<file path="src/rtl/irq_ctrl_if.sv">
// Purpose: bundles the irq_ctrl source/mask inputs, core handshake and status outputs.
// Latency: none, wiring only.
// Backpressure: none; the core paces the controller through irq_ack/irq_eoi.
interface irq_ctrl_if #(
  parameter int NUM_IRQ = 32
);
  logic [NUM_IRQ-1:0] irq_src;
  logic [NUM_IRQ-1:0] irq_mask;
  logic               irq_ack;
  logic               irq_eoi;
  logic               irq_req;
  logic [4:0]         irq_id;
  logic               irq_take;
  logic               irq_busy;
  logic [NUM_IRQ-1:0] irq_pend;

  // Core / source side.
  modport master (
    output irq_src, irq_mask, irq_ack, irq_eoi,
    input  irq_req, irq_id, irq_take, irq_busy, irq_pend
  );

  // Controller side.
  modport slave (
    input  irq_src, irq_mask, irq_ack, irq_eoi,
    output irq_req, irq_id, irq_take, irq_busy, irq_pend
  );
endinterface

</file>
<file path="src/rtl/irq_ctrl.sv">
// Purpose: latches interrupt sources, masks them, picks the lowest pending index and runs req/ack/eoi.
// Latency: level build req 1 edge after source; IRQ_EDGE_EN build pend at edge k, req after edge k+1.
// Backpressure: one interrupt in flight; further lines wait pending until eoi returns to IDLE.
module irq_ctrl #(
  parameter int NUM_IRQ = 32
) (
  input  logic      clk,
  input  logic      res,
  irq_ctrl_if.slave bus
);

  typedef enum logic [1:0] {
    IDLE    = 2'd0,
    REQ     = 2'd1,
    SERVICE = 2'd2
  } state_e;

  state_e             state_q, state_d;
  logic               irq_req_q, irq_req_d;
  logic               irq_take_q, irq_take_d;
  logic               irq_busy_q, irq_busy_d;
  logic [4:0]         irq_id_q, irq_id_d;
  logic [NUM_IRQ-1:0] pend;
  logic [NUM_IRQ-1:0] masked;
  logic               any;
  logic [4:0]         sel;

`ifdef IRQ_EDGE_EN
  logic [NUM_IRQ-1:0] src_q, src_d;
  logic [NUM_IRQ-1:0] pend_q, pend_d;
  logic [NUM_IRQ-1:0] clr;
  logic               ack_fire;

  // Ack only counts while a request is outstanding.
  assign ack_fire = (state_q == REQ) && bus.irq_ack;

  // Rising-edge detect sets pend; ack of the frozen id clears it; a same-cycle set wins.
  always_comb begin
    clr = '0;
    for (int i = 0; i < NUM_IRQ; i++) begin
      clr[i] = ack_fire && (irq_id_q == 5'(i));
    end
    pend_d = (pend_q & ~clr) | (bus.irq_src & ~src_q);
    src_d  = bus.irq_src;
  end

  // Pending and source history storage; src_q=0 makes lines high at release count as edges.
  always_ff @(posedge clk or posedge res) begin
    if (res) begin
      src_q  <= '0;
      pend_q <= '0;
    end else begin
      src_q  <= src_d;
      pend_q <= pend_d;
    end
  end

  assign pend = pend_q;
`else
  // Level mode: pending simply mirrors the sources and is never cleared by ack.
  assign pend = bus.irq_src;
`endif

  assign masked = pend & bus.irq_mask;
  assign any    = |masked;

  // Priority pick: scanning downward leaves the lowest enabled pending index.
  always_comb begin
    sel = '0;
    for (int i = NUM_IRQ - 1; i >= 0; i--) begin
      if (masked[i]) sel = 5'(i);
    end
  end

  // State and registered outputs.
  always_ff @(posedge clk or posedge res) begin
    if (res) begin
      state_q    <= IDLE;
      irq_req_q  <= 1'b0;
      irq_take_q <= 1'b0;
      irq_busy_q <= 1'b0;
      irq_id_q   <= '0;
    end else begin
      state_q    <= state_d;
      irq_req_q  <= irq_req_d;
      irq_take_q <= irq_take_d;
      irq_busy_q <= irq_busy_d;
      irq_id_q   <= irq_id_d;
    end
  end

  // Next state: ack only matters in REQ, eoi only in SERVICE.
  always_comb begin
    state_d = state_q;
    case (state_q)
      IDLE:    if (any) state_d = REQ;
      REQ:     if (bus.irq_ack) state_d = SERVICE;
      SERVICE: if (bus.irq_eoi) state_d = IDLE;
      default: state_d = IDLE;
    endcase
  end

  // Output next values; the id is frozen through REQ and kept until the next selection.
  always_comb begin
    irq_req_d  = irq_req_q;
    irq_take_d = 1'b0;
    irq_busy_d = irq_busy_q;
    irq_id_d   = irq_id_q;
    case (state_q)
      IDLE: begin
        if (any) begin
          irq_req_d = 1'b1;
          irq_id_d  = sel;
        end
      end
      REQ: begin
        if (bus.irq_ack) begin
          irq_req_d  = 1'b0;
          irq_take_d = 1'b1;
          irq_busy_d = 1'b1;
        end
      end
      SERVICE: begin
        if (bus.irq_eoi) irq_busy_d = 1'b0;
      end
      default: begin
        irq_req_d  = 1'b0;
        irq_busy_d = 1'b0;
      end
    endcase
  end

  assign bus.irq_req  = irq_req_q;
  assign bus.irq_take = irq_take_q;
  assign bus.irq_busy = irq_busy_q;
  assign bus.irq_id   = irq_id_q;
  assign bus.irq_pend = pend;

endmodule

</file>
<file path="src/flat_wrapper.sv">
// flat-port wrapper written by rule: the top's interface ports become plain ports
module irq_ctrl_flat 
#(
  parameter int NUM_IRQ = 32
)
  (clk, res, bus_irq_src, bus_irq_mask, bus_irq_ack, bus_irq_eoi, bus_irq_req, bus_irq_id, bus_irq_take, bus_irq_busy, bus_irq_pend);
  irq_ctrl_if #(.NUM_IRQ(NUM_IRQ)) bus_i ();
  input  logic clk;
  input  logic res;
  input wire logic [$bits(bus_i.irq_src)-1:0] bus_irq_src;
  input wire logic [$bits(bus_i.irq_mask)-1:0] bus_irq_mask;
  input wire logic [$bits(bus_i.irq_ack)-1:0] bus_irq_ack;
  input wire logic [$bits(bus_i.irq_eoi)-1:0] bus_irq_eoi;
  output wire logic [$bits(bus_i.irq_req)-1:0] bus_irq_req;
  output wire logic [$bits(bus_i.irq_id)-1:0] bus_irq_id;
  output wire logic [$bits(bus_i.irq_take)-1:0] bus_irq_take;
  output wire logic [$bits(bus_i.irq_busy)-1:0] bus_irq_busy;
  output wire logic [$bits(bus_i.irq_pend)-1:0] bus_irq_pend;
  assign bus_i.irq_src = bus_irq_src;
  assign bus_i.irq_mask = bus_irq_mask;
  assign bus_i.irq_ack = bus_irq_ack;
  assign bus_i.irq_eoi = bus_irq_eoi;
  assign bus_irq_req = bus_i.irq_req;
  assign bus_irq_id = bus_i.irq_id;
  assign bus_irq_take = bus_i.irq_take;
  assign bus_irq_busy = bus_i.irq_busy;
  assign bus_irq_pend = bus_i.irq_pend;
  irq_ctrl #(.NUM_IRQ(NUM_IRQ)) u_core (.clk(clk), .res(res), .bus(bus_i));
endmodule
</file>
<file path="config.mk">
export PLATFORM = sky130hd
export DESIGN_NAME = irq_ctrl_flat
export DESIGN_NICKNAME = d
export VERILOG_FILES = /design/src/rtl/irq_ctrl_if.sv /design/src/rtl/irq_ctrl.sv /design/src/flat_wrapper.sv
export SDC_FILE = /design/constraint.sdc
export NUM_CORES = 1
export LEC_CHECK = 0
export BUFFER_PORTS_ARGS = -buffer_cell sky130_fd_sc_hd__buf_2
export CAP_MARGIN = 0
export CORE_MARGIN = 4
export CORE_UTILIZATION = 37
export CTS_CLUSTER_DIAMETER = 80
export CTS_CLUSTER_SIZE = 24
export DETAILED_ROUTE_END_ITERATION = 12
export GPL_TIMING_DRIVEN = 1
export PLACE_DENSITY = 0.86
export SLEW_MARGIN = 20
export SYNTH_ARGS = -nofsm -noshare
export SYNTH_HDL_FRONTEND = slang
export SYNTH_SLANG_ARGS = --single-unit
</file>
<file path="constraint.sdc">
create_clock -name clk -period 1.4 [get_ports clk]
set_input_delay 0.07 -clock clk [delete_from_list [all_inputs] [get_ports clk]]
set_output_delay 0.07 -clock clk [all_outputs]
set_load 0.02 [all_outputs]
</file>
Word level (Yosys, flattened, before mapping)
Index checks and enable logic that the tools add are counted.

word-level totals
  register bits = 10
  input port bits = 68
  output and inout bits = 40
  logic and storage cells = 63

cells by class
  equal/unequal tests = 5
  muxes and demuxes = 44
  bitwise gates (word level) = 3
  reduce and logical (&&, ||, !) cells = 6

operators by type and width
  kind                  count
  $mux W5               32
  $and A32 B32 Y32      1
  $reduce_or A32 Y1     1
  $reduce_and A3 Y1     3
  $mux W1               6
  $mux W2               3
  $pmux W1 S3           2
  $pmux W2 S3           1
  $ne A2 B2 Y1 const B  2
  $eq A2 B1 Y1 const B  1
  $eq A2 B2 Y1 const B  1
  $logic_not A2 Y1      1
  $ne A2 B1 Y1 const B  1
  $not A1 Y1            2
  $reduce_and A2 Y1     1

Longest topological paths before layout
  word-level depth = 33
  gate-level depth with buffers = 6
  gate-level depth less buffers = 6

Worst setup path before layout
No wires, ideal clock.

  path kind = input port to flip-flop
  start point = input bus_irq_src[17]
  end point = register u_core.irq_id_q[0], in the netlist u_core.bus.irq_id[0]
  setup time = 125 ps
  arrival time = 1346 ps
  data required time = 1275 ps
  path slack = -71 ps
  stages = 5
  buffers on the path = 0
  cells stage by stage = a22o_1 nand3b_4 or2_4 o31ai_4 mux2_2

between the ends
  word-level cells in the longest chain between the ends = 19
  elaborated cells on any way between the ends = 21
  classes of those cells = mux (18); bitwise (1); reduce/logical (2)

RTL lines
  what                    RTL line            text
  from (decl)             flat_wrapper.sv:10  input wire logic [$bits(bus_i.irq_src)-1:0] bus_irq_src;
  $and A32 B32 Y32 (*)    irq_ctrl.sv:64      assign masked = pend & bus.irq_mask;
  $mux W5 (18 in series)  irq_ctrl.sv:71      if (masked[i]) sel = 5'(i);
  to (signal assigned)    irq_ctrl.sv:88      irq_id_q <= irq_id_d;
  to (decl)               irq_ctrl.sv:22      logic [4:0] irq_id_q, irq_id_d;

Every way passes the cells marked *; elsewhere a longest branch is shown, timed or not.
A chain may end at the register's enable or synchronous reset.

Worst setup path after layout
  start point = input bus_irq_src[10]
  end point = register u_core.irq_id_q[0], in the netlist u_core.bus.irq_id[0]

between the ends
  word-level cells in the longest chain between the ends = 12
  elaborated cells on any way between the ends = 14
  classes of those cells = mux (11); bitwise (1); reduce/logical (2)

RTL lines
  what                    RTL line
  $and A32 B32 Y32 (*)    irq_ctrl.sv:64
  $mux W5 (11 in series)  irq_ctrl.sv:71

Marked as above.

==> flow_summary.yaml <==
logic_synthesis:
  async_flop_share: 1.00
  synthMostInstantiatedCell: "buf_4"
  yosysSeqAreaShare: 0.212
  synth_top_family_by_area: "compound AO/OA/AOI/OAI gates"
  synth_largest_area_cell: "dfrtp_1"
  syn_area_um2: 1180
  synthAdderAreaFrac: 0
  synth_compound_area_frac: 0.365
  synthTopCellsByArea: "dfrtp_1 (21%), buf_4 (20%), nand2_1 (9.2%)"
  synthCells: 148
  avgSynthCellArea_um2: 7.99
  yosys-top-cells-count: "buf_4 (32), nand2_1 (29), a22oi_1 (13)"
  synth_edf_count: 0
  synth-simple-area-share: 0.201
  netlist.area_leader.share: 0.212
  synthDistinctLibCells: 34
  synthMuxAreaShare: 0.00952
  yosys_warnings: 0
  synth_ff_type: "dfrtp_1"
  synthXorXnorAreaFrac: 0
  synth_nets: 216
  ys_ff_latch: 10
placement:
  hpwl_mm: 3.44
  portBuffers: 107
  place_congestion: 0.843
worst_setup_path:
  r2r-end: "u_core.bus.irq_id[0]"
  crit_fanout: 5
  reg2reg_from: "u_core.state_q[1]"
  critPathKind: "primary input to flop"
  worstSetupStartpoint: "bus_irq_src[10]"
  crit_path_end_kind: "flop"
  reg2reg_slack_ns: 0.18
  reg2reg_depth: 3
  cp-start-kind: "primary input"
  crit_arrival_ns: 1.53
  critical_path_required_ns: 1.56
route:
  drt_iter0_drc: 56
  routedWlPerCell_um: 13.0
  vias_per_cell: 5.14
  route.detailed.drc: 0
  drt_wl_total_mm: 4.01
  drtAntennaViolNets: 0
  firstDrtPassIters: 4
  num_vias: 1587
cts:
  cts_root_buffer: "clkbuf_4"
  cts_buffer_depth: 2
  clk_pin_slew_worst_paths_ns: 0.07
  cts_tree: "built"
  cts_buffers: 3
  h-tree-depth: 1
  clock-sinks: 10
  clock_latency_ns: 0.27
floorplanning:
  die_h_um: 64.5
  ioPinCount: 108
  die_area_um2: 4160
  std_cell_rows: 20
  die_w_um: 64.5
  core-area_um2: 3050
  initial_core_util: 0.387
power_and_ir_drop:
  p_int_uw: 1130
  netSwitchingPower_uw: 827
  p_total_uw: 1960
  leakagePower_uw: 0.00103
  power_density_nw_per_um2: 1040
  pwr-share-seq: 0.259
  pwr-share-clk: 0.135
  max-vdd-ir-drop_mv: 0.501
  p_sw_frac: 0.422
  p_comb_frac: 0.606
sta:
  finalCriticalPeriod_ns: 1.38
  setup_viol: 0
  fin_skew_ns: 0.00216
  report.final.slew_viol_count: 0
  fin_crit_sh: 0.983
  maxSlewHeadroom: 0.744
  clock.fmax_mhz: 727
  rsz0062_at_grt: "true"
  hold_viol_final: 0
  worst_slew_pin_slew_ns: 0.384
  fin_setup_tns_ns: 0
worst_hold_path:
  min_path_cells: 2
  hp-class: "primary input to flop"
  whs_endpoint: "u_core.state_q[0]"
  min_from: "bus_irq_ack"
global_routing:
  antenna_found_initial: 0
  grt-ovfl-total: 0
  grt_start_max_net_pins: 11
  grt_pass1_wl_mm: 6.08
  grt_pass1_vias: 1475
  grt_use_total: 0.175
cells_and_area:
  area_delta_synth_final_pct: 59.9
  nFillCells: 310
  nets: 334
  drive_above_1_share: 0.611
  antennaDiodeCount: 0
flow_run:
  drv_cap: 0
outcome:
  outcome: "complete, no violations"
## worst max-delay path, stage by stage
cell and delay [ns]:
buf_2 0.10, a22oi_1 0.28, and4_4 0.32, nand2b_4 0.07, o31ai_4 0.35, mux2_4 0.34
## cell usage in the layout, fill, tap and decap left out, drive strengths merged
| master | instances |
|---|---|
| a311oi | 1 |
| a32oi | 2 |
| a222oi | 2 |
| a31oi | 3 |
| mux2 | 1 |
| nand2 | 29 |
| a32o | 4 |
| and4 | 1 |
| o21ai | 8 |
| nor2 | 3 |
| a21oi | 5 |
| o31ai | 2 |
| clkbuf | 4 |
| a21o | 1 |
| inv | 3 |
| a22o | 2 |
| a211oi | 2 |
| or2 | 1 |
| nand4 | 3 |
| or2b | 1 |
| a22oi | 16 |
| dlygate4sd3 | 1 |
| o32a | 1 |
| nand3b | 1 |
| nand2b | 3 |
| dfrtp | 10 |
| a21boi | 3 |
| o211ai | 2 |
| o2111ai | 1 |
| nor3 | 1 |
| buf | 144 |
| nand3 | 4 |
## power by group through the flow
| stage | clock [uW] | combinational [uW] | sequential, uW |
|---|---|---|---|
| 6_report | 264 | 1190 | 508 |
| 5_1_grt | 277 | 1290 | 529 |
| 4_1_cts | 268 | 1150 | 501 |
| 3_5_place_dp | 0 | 1150 | 507 |
| 3_3_place_gp | 0 | 1130 | 497 |
| 2_1_floorplan | 0 | 529 | 651 |
## worst max-delay path by stage
stage	endpoint	slack [ns]	cells after the start
2_1_floorplan	u_core.bus.irq_id[0]	-0.07	5
6_report	u_core.bus.irq_id[0]	0.02	6
4_1_cts	u_core.bus.irq_id[0]	0.009	6
5_1_grt	u_core.bus.irq_id[0]	-0.03	6
3_3_place_gp	u_core.bus.irq_id[1]	-0.20	7
3_5_place_dp	u_core.bus.irq_id[0]	-0.24	6
## layout make-up
cell class | count | area, um2 | share of cell area
multi-input combinational | 103 | 702 | 0.371
sequential | 10 | 250 | 0.132
clock buffer | 4 | 36.3 | 0.0192
tap | 44 | 55.1 | 0.0291
inverter | 3 | 11.3 | 0.00596
timing repair buffer | 145 | 836 | 0.442
## metal layers
metal / GRT usage / wire length (um) / part of all wire / vias to the layer above
met5: 0 / 0 / 0 / -
met4: 0.0396 / 38 / 0.0095 / 0
met3: 0.0243 / 332 / 0.083 / 6
met2: 0.344 / 2180 / 0.54 / 76
met1: 0.196 / 1460 / 0.36 / 736
li1: - / - / - / 769
## through the flow
step | cells | instance area [um2] | setup WS [ns] | hold WS [ns] | utilization
finish | 309 | 1890 | 0.0244 | 0.0446 | 0.619
global route | 309 | 1890 | -0.0321 | 0.0736 | 0.619
CTS | 307 | 1840 | 0.00904 | 0.0359 | 0.603
detailed placement | 302 | 1800 | -0.244 | 0.0674 | 0.588
global placement | 302 | 1800 | -0.196 | 0.0545 | 0.588
floorplan | 148 | 1180 | -0.0706 | -0.0898 | -
## flip-flops by register name, indices dropped and copies added (netlist names)
name                 cells
u_core.bus.irq_id        5
u_core.bus.irq_take      1
u_core.bus.irq_busy      1
u_core.bus.irq_req       1
u_core.state_q           2
## cell families after synthesis
kind of cell	after synthesis
compound gates	55
flops	10
simple gates	47
mux	1
buf+inv	35
## timing repair
action,CTS,global route
endpoints found under the setup margin,0,2
endpoints found under the hold margin,10,0
hold buffers,1,0
resized for setup,0,7
setup buffers,0,2
Note: power is estimated with default switching activity, not from simulation.
